`src/rtl/id_ex_reg_pkg.sv`:
```
// Shared definitions for the ID/EX pipeline register: ALU-op encodings,
// the NOP instruction word, the reset PC and the default Tnew width.
package id_ex_reg_pkg;

  localparam int          TNEW_W    = 2;
  localparam logic [31:0] NOP_INSTR = 32'h0000_0000;
  localparam logic [31:0] RESET_PC  = 32'h0000_3000;

  typedef enum logic [1:0] {
    ALU_ADD = 2'd0,
    ALU_SUB = 2'd1,
    ALU_OR  = 2'd2
  } alu_op_e;

  // Everything held in E apart from Tnew, whose width is a module parameter.
  typedef struct packed {
    logic [31:0] pc;
    logic [31:0] instr;
    logic [31:0] rs_val;
    logic [31:0] rt_val;
    logic [31:0] ext_imm;
    logic [4:0]  rs_addr;
    logic [4:0]  rt_addr;
    logic [4:0]  wr_addr;
    alu_op_e     alu_op;
    logic        alu_src;
    logic        reg_we;
    logic        valid;
  } e_stage_t;

  // A later stage supplies the value only if it writes the very register E reads;
  // $0 is hard-wired and never takes a forwarded value.
  function automatic logic fwd_hit(input logic we, input logic [4:0] wr_addr,
                                   input logic [4:0] src_addr);
    return we && (wr_addr == src_addr) && (src_addr != 5'd0);
  endfunction

endpackage

```
`src/rtl/id_ex_reg_fwd_mux.sv`:
```
// Operand forwarding mux for one E-stage source register (M beats W beats E).
// The bypass network is only built when FWD_PATH_EN is defined.
module fwd_mux
  import id_ex_reg_pkg::*;
(
  input  logic [4:0]  src_addr,
  input  logic [31:0] reg_val,
  input  logic [4:0]  m_addr,
  input  logic [31:0] m_data,
  input  logic        m_we,
  input  logic [4:0]  w_addr,
  input  logic [31:0] w_data,
  input  logic        w_we,
  output logic [31:0] val
);

`ifdef FWD_PATH_EN
  always_comb begin
    val = reg_val;
    if (src_addr == 5'd0) begin
      val = 32'h0;
    end else if (fwd_hit(m_we, m_addr, src_addr)) begin
      val = m_data;
    end else if (fwd_hit(w_we, w_addr, src_addr)) begin
      val = w_data;
    end
  end
`else
  assign val = reg_val;

  // Forwarding sources stay on the interface but are ignored in this build.
  logic unused_fwd;
  assign unused_fwd = ^{src_addr, m_addr, m_data, m_we, w_addr, w_data, w_we};
`endif

endmodule

```
`src/rtl/id_ex_reg.sv`:
```
// ID/EX pipeline register with NOP insertion on bubble/flush and optional
// operand forwarding from M and W (enabled by defining FWD_PATH_EN).
module id_ex_reg #(
  parameter int          TNEW_W    = id_ex_reg_pkg::TNEW_W,
  parameter logic [31:0] NOP_INSTR = id_ex_reg_pkg::NOP_INSTR
) (
  input  logic              clk,
  input  logic              reset,
  input  logic              bubble,
  input  logic              flush,
  input  logic [31:0]       d_pc,
  input  logic [31:0]       d_instr,
  input  logic [31:0]       d_rs_val,
  input  logic [31:0]       d_rt_val,
  input  logic [31:0]       d_ext_imm,
  input  logic [4:0]        d_rs_addr,
  input  logic [4:0]        d_rt_addr,
  input  logic [4:0]        d_wr_addr,
  input  logic [1:0]        d_alu_op,
  input  logic              d_alu_src,
  input  logic              d_reg_we,
  input  logic [TNEW_W-1:0] d_tnew,
  input  logic [4:0]        m_fwd_addr,
  input  logic [31:0]       m_fwd_data,
  input  logic              m_fwd_we,
  input  logic [4:0]        w_fwd_addr,
  input  logic [31:0]       w_fwd_data,
  input  logic              w_fwd_we,
  output logic [31:0]       e_alu_a,
  output logic [31:0]       e_alu_b,
  output logic [31:0]       e_store_data,
  output logic [31:0]       e_pc,
  output logic [31:0]       e_instr,
  output logic [1:0]        e_alu_op,
  output logic [4:0]        e_rs_addr,
  output logic [4:0]        e_rt_addr,
  output logic [4:0]        e_wr_addr,
  output logic              e_reg_we,
  output logic              e_valid,
  output logic [TNEW_W-1:0] e_tnew,
  output logic [TNEW_W-1:0] m_tnew_next
);

  import id_ex_reg_pkg::*;

  // Pipeline control: there is no handshake and E never holds. Every rising
  // edge loads either the D payload or, when bubble or flush is high, a NOP.
  function automatic e_stage_t nop_payload(input logic [31:0] pc);
    e_stage_t p;
    p         = '0;
    p.pc      = pc;
    p.instr   = NOP_INSTR;
    p.alu_op  = ALU_ADD;
    return p;
  endfunction

  e_stage_t          d_payload;
  e_stage_t          e_q;
  logic [TNEW_W-1:0] tnew_q;
  logic [31:0]       fwd_rs;
  logic [31:0]       fwd_rt;

  always_comb begin
    d_payload         = '0;
    d_payload.pc      = d_pc;
    d_payload.instr   = d_instr;
    d_payload.rs_val  = d_rs_val;
    d_payload.rt_val  = d_rt_val;
    d_payload.ext_imm = d_ext_imm;
    d_payload.rs_addr = d_rs_addr;
    d_payload.rt_addr = d_rt_addr;
    d_payload.wr_addr = d_wr_addr;
    d_payload.alu_op  = alu_op_e'(d_alu_op);
    d_payload.alu_src = d_alu_src;
    d_payload.reg_we  = d_reg_we;
    d_payload.valid   = 1'b1;
  end

  // A bubble still records d_pc so a squashed slot can report its PC.
  always_ff @(posedge clk or posedge reset) begin
    if (reset) begin
      e_q    <= nop_payload(RESET_PC);
      tnew_q <= '0;
    end else if (bubble || flush) begin
      e_q    <= nop_payload(d_pc);
      tnew_q <= '0;
    end else begin
      e_q    <= d_payload;
      tnew_q <= d_tnew;
    end
  end

  fwd_mux u_fwd_rs (
    .src_addr (e_q.rs_addr),
    .reg_val  (e_q.rs_val),
    .m_addr   (m_fwd_addr),
    .m_data   (m_fwd_data),
    .m_we     (m_fwd_we),
    .w_addr   (w_fwd_addr),
    .w_data   (w_fwd_data),
    .w_we     (w_fwd_we),
    .val      (fwd_rs)
  );

  fwd_mux u_fwd_rt (
    .src_addr (e_q.rt_addr),
    .reg_val  (e_q.rt_val),
    .m_addr   (m_fwd_addr),
    .m_data   (m_fwd_data),
    .m_we     (m_fwd_we),
    .w_addr   (w_fwd_addr),
    .w_data   (w_fwd_data),
    .w_we     (w_fwd_we),
    .val      (fwd_rt)
  );

  assign e_alu_a      = fwd_rs;
  assign e_alu_b      = e_q.alu_src ? e_q.ext_imm : fwd_rt;
  assign e_store_data = fwd_rt;

  assign e_pc      = e_q.pc;
  assign e_instr   = e_q.instr;
  assign e_alu_op  = e_q.alu_op;
  assign e_rs_addr = e_q.rs_addr;
  assign e_rt_addr = e_q.rt_addr;
  assign e_wr_addr = e_q.wr_addr;
  assign e_reg_we  = e_q.reg_we;
  assign e_valid   = e_q.valid;
  assign e_tnew    = tnew_q;

  // Cycles-until-result as seen by M next cycle; a ready result stays ready.
  assign m_tnew_next = (tnew_q == '0) ? '0 : tnew_q - TNEW_W'(1);

endmodule

```
`config.mk`:
```
export PLATFORM = sky130hd
export DESIGN_NAME = id_ex_reg
export DESIGN_NICKNAME = d
export VERILOG_FILES = /design/src/rtl/id_ex_reg_pkg.sv /design/src/rtl/id_ex_reg_fwd_mux.sv /design/src/rtl/id_ex_reg.sv
export SDC_FILE = /design/constraint.sdc
export NUM_CORES = 1
export LEC_CHECK = 0
export BUFFER_PORTS_ARGS = -buffer_cell sky130_fd_sc_hd__clkbuf_2
export CORE_AREA = 4 4 170 172
export DETAILED_ROUTE_END_ITERATION = 6
export DIE_AREA = 0 0 174 176
export MAX_ROUTING_LAYER = met4
export SETUP_SLACK_MARGIN = 0.2
export SLEW_MARGIN = 15
export SYNTH_ARGS = -nofsm -noshare
export SYNTH_HDL_FRONTEND = slang
export SYNTH_SLANG_ARGS = --single-unit
```
`constraint.sdc`:
```
create_clock -name clk -period 6.3 [get_ports clk]
set_clock_uncertainty 0.05 [all_clocks]
set_input_delay 0.315 -clock clk [delete_from_list [all_inputs] [get_ports clk]]
set_output_delay 0.315 -clock clk [all_outputs]
set_load 0.02 [all_outputs]
```
==> results.ini, run 1 <==
[run_status]
status = finished with violations
violations = negative hold slack

[global_routing]
grt_pass1_wl_um = 29940
grt_max_degree = 121
antenna_found_initial = 0
track_usage = 0.1290
overflow = 0
grt_pass1_vias = 5243

[detailed_routing]
first_pass_iters = 4
antenna_left = 0
drc = 0
routedWlPerCell_um = 16.95
first_iter_violations = 146
vias = 4709
routed_via_density = 4.105
totalWireLength_um = 19440

[setup_path]
cp_slowest_cell = dfrtp_2
critPathMaxStageDelay_ns = 1.01
cp-start-kind = register
critPathCaptureType = output port
path_delay_family = flip-flops
cp_num_buf_inv = 1
crit_chain = mux2_2 -> clkbuf_2
crit_fanout = 32
cp.required_ns = 5.93
arrival_ns = 2.03
path_class = reg -> out

[final_layout]
nNetsFinal = 1049
fill_cells = 2700
diodes = 0
layout-drive-gt1-share = 0.6704
synthToLayoutAreaGrowth_pct = 22.04

[synthesis]
ys_ff_latch = 182
synth_warnings = 0
synth_top_area_share = 0.5600
yosysTopAreaCell = dfrtp_1
synth_area_um2 = 8044
ys_types = 14
synth_area_per_cell_um2 = 14.63
synth_flop_cell = dfrtp_1
synth_most_common_cell = dfrtp_1
synth_commonest_cells = 180 x dfrtp_1, 145 x buf_4, 99 x nor3b_2, 50 x nor3b_1, 24 x buf_6
synth_area_leaders = dfrtp_1 56%, nor3b_2 15%, buf_4 14%, nor3b_1 4.7%, buf_6 3.4%
synth-edff-count = 0
syn_inst = 550
syn_nets = 811
ys_seq_area_frac = 0.5665
synthArstFlopShare = 1.000

[clocking]
post_cts_buffers = 0
cts.sinks = 182
cts_max_path_buffers = 2
hold_buffers = 32
cts_resized = 0
root_buffer = clkbuf_16
clk_pin_slew_ns = 0.07
numCtsBuffers = 17
cts_tree = built
htreeDepth = 4

[power]
power_density_nw_per_um2 = 269.4
peakVddDrop_v = 0.0001566
p_total_w = 0.002645
p_leak_nw = 4.976

[die]
row_count = 61
ioPinCount = 444
coreArea_um2 = 27480
die_area_um2 = 30620
die_height_um = 176
die_x_um = 174
start_util = 0.2928

[place]
gp_congestion = 0.7382
io_buffers = 367
dp_hpwl_um = 13230

[sta]
fin_hold_ws_ns = -0.02119
setup_viol = 0
slew-limit-headroom = 0.3272
finalMaxSlewViolations = 0
rsz0062_at_grt = no
hold_viol = 24
tightest_slew_ns = 1.009
tns_ns = 0
max_clock_freq_ghz = 0.4176
fin_crit_ns = 2.394
min_period_over_period = 0.3801

[worst_hold_path]
hp-class = in -> async

[flow_run]
drv_cap = 0

-- placed cells by master (no fill, tap or decap), drive strengths merged --
cell type    netlist  final
clkinv             0      3
buf              180      5
bufinv             0      1
and2               1      1
clkbuf             3    383
inv                1     11
dlygate4sd3        0     32
dfstp              2      2
dfrtp            180    180
nor3b            149    149
nor2b              1      1
nor2               1      1
mux2              32     32
-- cell families after synthesis --
group | Yosys count | share of synthesized area
buffers and inverters | 184 | 0.1814
multiplexers | 32 | 0.04946
AND/OR/NAND/NOR | 152 | 0.2027
flip-flops | 182 | 0.5665
-- how the worst max path moves through the flow --
stage | from | to | slack (ns) | cells past startpoint
final | e_q[2] | e_alu_b[8] | 3.91 | 2
after global routing | e_q[2] | e_alu_b[18] | 3.77 | 2
after CTS | e_q[2] | e_alu_b[8] | 3.83 | 2
after detailed placement | bubble | e_q[105] | 3.93 | 3
after global placement | bubble | e_q[105] | 3.94 | 3
after floorplan | reset | e_alu_op[0] | 0.99 | 1
-- registers in the layout, indices dropped and copies added (netlist names) --
signal,count
e_rs_addr,5
e_wr_addr,5
e_tnew,2
e_reg_we,1
e_q,97
e_valid,1
e_alu_op,2
e_instr,32
e_rt_addr,5
e_pc,32
-- where the power goes --
group	switching, W	leakage [nW]	total, W	internal, W
sequential	0.0000203	2.39	0.00123	0.00121
combinational	0.000180	2.29	0.000313	0.000133
clock	0.000518	0.296	0.00110	0.000578
total	0.000719	4.98	0.00264	0.00193
-- metal layers --
layer  vias to the layer above  wire length, um  share of wire  GRT usage
met5                         -                0              0          -
met4                         0              176         0.0091    0.02804
met3                        12             1529          0.079    0.04711
met2                       220             9933           0.51     0.2160
met1                      2334             7801           0.40     0.1499
li1                       2143                -              -          -
-- layout make-up --
type | instances | area (um^2) | share of cell area
clock buffer | 18 | 439.2 | 0.04474
clock inverter | 14 | 155.1 | 0.01580
timing repair buffer | 402 | 2192 | 0.2233
tap | 346 | 432.9 | 0.04410
sequential | 182 | 4558 | 0.4643
inverter | 1 | 11.26 | 0.001147
multi-input combinational | 184 | 2028 | 0.2066
-- through the flow --
step | util | cell area [um^2] | instances | hold slack, ns | worst slack, ns
after global routing | 0.3573 | 9817 | 1147 | 0.03599 | 3.769
after detailed placement | 0.3240 | 8902 | 1083 | 0.3550 | 3.932
after floorplan | - | 8044 | 550 | 0.2695 | 0.9946
after CTS | 0.3573 | 9817 | 1147 | 0.03915 | 3.832
after global placement | 0.3240 | 8902 | 1083 | 0.3538 | 3.937
final | 0.3573 | 9817 | 1147 | -0.02119 | 3.906
Power figures use the tool's default switching activity.
==> inputs of run 2 (changes only) <==
--- a/config.mk
+++ b/config.mk
@@ -6,9 +6,9 @@
 export NUM_CORES = 1
 export LEC_CHECK = 0
 export BUFFER_PORTS_ARGS = -buffer_cell sky130_fd_sc_hd__clkbuf_2
-export CORE_AREA = 4 4 170 172
+export CORE_AREA = 4 4 173 175
 export DETAILED_ROUTE_END_ITERATION = 6
-export DIE_AREA = 0 0 174 176
+export DIE_AREA = 0 0 177 179
 export MAX_ROUTING_LAYER = met4
 export SETUP_SLACK_MARGIN = 0.2
 export SLEW_MARGIN = 15
==> constraint.sdc (replaced) <==
create_clock -name clk -period 2.15 [get_ports clk]
set_clock_uncertainty 0.05 [all_clocks]
set_input_delay 0.1075 -clock clk [delete_from_list [all_inputs] [get_ports clk]]
set_output_delay 0.1075 -clock clk [all_outputs]
set_load 0.02 [all_outputs]
==> run 2 against run 1 <==
The flow now finishes without violations. Sequential cell count unchanged. First-iteration DRC count decreased by 16%. Count of clock-buffer cells in the layout increased by 1. Largest power group unchanged. Worst hold slack improved by 0.22 ns. Cell count increased by 18%. Highest routed layer unchanged.
==> results.ini, run 2 (synthesis gave the netlist of run 1 again) <==
[die]
start_util = 0.2825  ; was 0.2928
die_area_um2 = 31680  ; was 30,620 um^2
coreArea_um2 = 28470  ; was 27,480 um^2
ioPinCount = 444  ; unchanged
row_count = 62  ; was 61
die_x_um = 177  ; was 174 um
die_height_um = 179  ; was 176 um

[place]
io_buffers = 367  ; unchanged
gp_congestion = 0.7197  ; was 0.7382
pre_cts_slack_ns = 0.7215  ; was 3.932 ns
dp_hpwl_um = 13940  ; was 13,230 um

[setup_path]
cp_slowest_cell = mux2_2  ; was dfrtp_2
crit_chain = buf_4 -> mux2_2 -> clkbuf_2  ; was mux2_2 -> clkbuf_2
cp.required_ns = 1.99  ; was 5.93 ns
crit_start = e_q[2]  ; unchanged
path_delay_family = buffers and inverters  ; was flip-flops
crit_fanout = 21  ; was 32
cp-start-kind = register  ; unchanged
cp_num_buf_inv = 2  ; was 1
critPathMaxStageDelay_ns = 0.42  ; was 1.01 ns
arrival_ns = 1.70  ; was 2.03 ns
path_class = reg -> out  ; unchanged
critPathCaptureType = output port  ; unchanged

[clocking]
numCtsBuffers = 17  ; unchanged
cts_max_path_buffers = 2  ; unchanged
clk_pin_slew_ns = 0.07  ; about the same
cts_tree = built  ; unchanged
htreeDepth = 4  ; unchanged
root_buffer = clkbuf_16  ; unchanged
post_cts_buffers = 0  ; unchanged
cts.sinks = 182  ; unchanged
cts_resized = 0  ; unchanged
hold_buffers = 182  ; was 32

[run_status]
status = finished clean  ; was finished with violations

[power]
power_density_nw_per_um2 = 696.5  ; was 269.4 nW/um^2
combPwrFrac = 0.150  ; was 0.118
peakVddDrop_v = 0.0003772  ; was 0.0001566 V
power.switching_w = 0.002030  ; was 0.0007190 W
internal_power_w = 0.006018  ; was 0.001926 W
p_seq_frac = 0.449  ; was 0.467
pwr-share-clk = 0.402  ; was 0.415
p_leak_nw = 5.683  ; was 4.976 nW
swShare = 0.2522  ; was 0.2719

[sta]
tns_ns = 0  ; unchanged
rsz0062_at_grt = no  ; unchanged
hold_viol = 0  ; was 24
fin_ws_ns = 0.2958  ; was 3.906 ns
slew-limit-headroom = 0.4799  ; was 0.3272
setup_viol = 0  ; unchanged
finalMaxSlewViolations = 0  ; unchanged
tightest_slew_ns = 0.7802  ; was 1.009 ns
max_clock_freq_ghz = 0.5393
min_period_over_period = 0.8624
fin_crit_ns = 1.854

[detailed_routing]
routedWlPerCell_um = 16.26  ; was 16.95 um
routed_via_density = 3.971  ; was 4.105
first_pass_iters = 4  ; unchanged
totalWireLength_um = 21920  ; was 19,440 um
first_iter_violations = 123  ; was 146
antenna_left = 0  ; unchanged
vias = 5353  ; was 4,709
drc = 0  ; unchanged

[final_layout]
final_common_cell = clkbuf_2  ; unchanged
nNetsFinal = 1213  ; was 1,049
most-common-layout-cells = 365 x clkbuf_2, 182 x dlygate4sd3_1, 179 x dfrtp_1  ; was 365 x clkbuf_2, 179 x dfrtp_1, 99 x nor3b_2
diodes = 0  ; unchanged
largest_reg_flops = 97  ; unchanged
synthToLayoutAreaGrowth_pct = 43.66  ; was 22.04%
layout-drive-gt1-share = 0.5695  ; was 0.6704
regMostFlops = e_q  ; unchanged

[global_routing]
grt_pass1_vias = 6032  ; was 5,243
overflow = 0  ; unchanged
grt_pass1_wl_um = 33090  ; was 29,940 um
antenna_found_initial = 0  ; unchanged
grt_max_degree = 101  ; was 121
track_usage = 0.1392  ; was 0.1290

[worst_hold_path]
hp-start = flush
hp-class = in -> reg  ; was in -> async

[flow_run]
drv_cap = 0  ; unchanged

## run 2: cell count changes in the layout (fill, tap and decap cells not counted), sizes merged
| cell | delta |
|---|---|
| dlygate4sd3 | +150 |
| clkinvlp | +5 |
| clkbuf | +1 |
| buf | +14 |
| inv | -9 |
| bufinv | +2 |
## run 2: path summary, 6_finish.rpt
kind | end | slack, ns | cells past startpoint
max in group asynchronous | e_q[2] | 1.15 | 4
min in group asynchronous | e_instr[4] | 0.33 | 4
worst min-delay path | e_valid | 0.20 | 2
worst max-delay path | e_alu_b[11] | 0.30 | 3
## run 2: final cells by class
cell class              instances  area (um^2)
multi-input cells             184         2028
inverters                       1        7.507
clock buffers                  19        442.9
well taps                     384        480.5
flip-flops and latches        182         4558
fillers                      2612        16910
clock inverters                12        152.6
repair buffers                566         3886
## run 2: metal layers
metal	part of all wire	GRT usage	wire, um
met2	0.52	0.2473	11410
met1	0.39	0.1543	8631
met3	0.070	0.03627	1526
met5	0	-	0
met4	0.016	0.04159	352
## run 2: power groups by stage
| stage | clock network, W | registers [W] | logic, W |
|---|---|---|---|
| after floorplan | 0 | 0.00366 | 0.000726 |
| final | 0.00323 | 0.00361 | 0.00120 |
| after global routing | 0.00352 | 0.00362 | 0.00129 |
| after detailed placement | 0 | 0.00367 | 0.000945 |
| after CTS | 0.00338 | 0.00361 | 0.00122 |
| after global placement | 0 | 0.00367 | 0.000937 |
## run 2: per-stage QoR
stage	instances	total power (W)	util	area (um^2)	hold WS, ns
floorplan	550	0.004390	-	8048	0.06198
global placement	1135	0.004607	0.3210	9139	0.1457
detailed placement	1135	0.004620	0.3210	9139	0.1520
CTS	1348	0.008204	0.4059	11560	0.1639
global route	1348	0.008433	0.4059	11560	0.1804
finish	1348	0.008049	0.4059	11560	0.2010
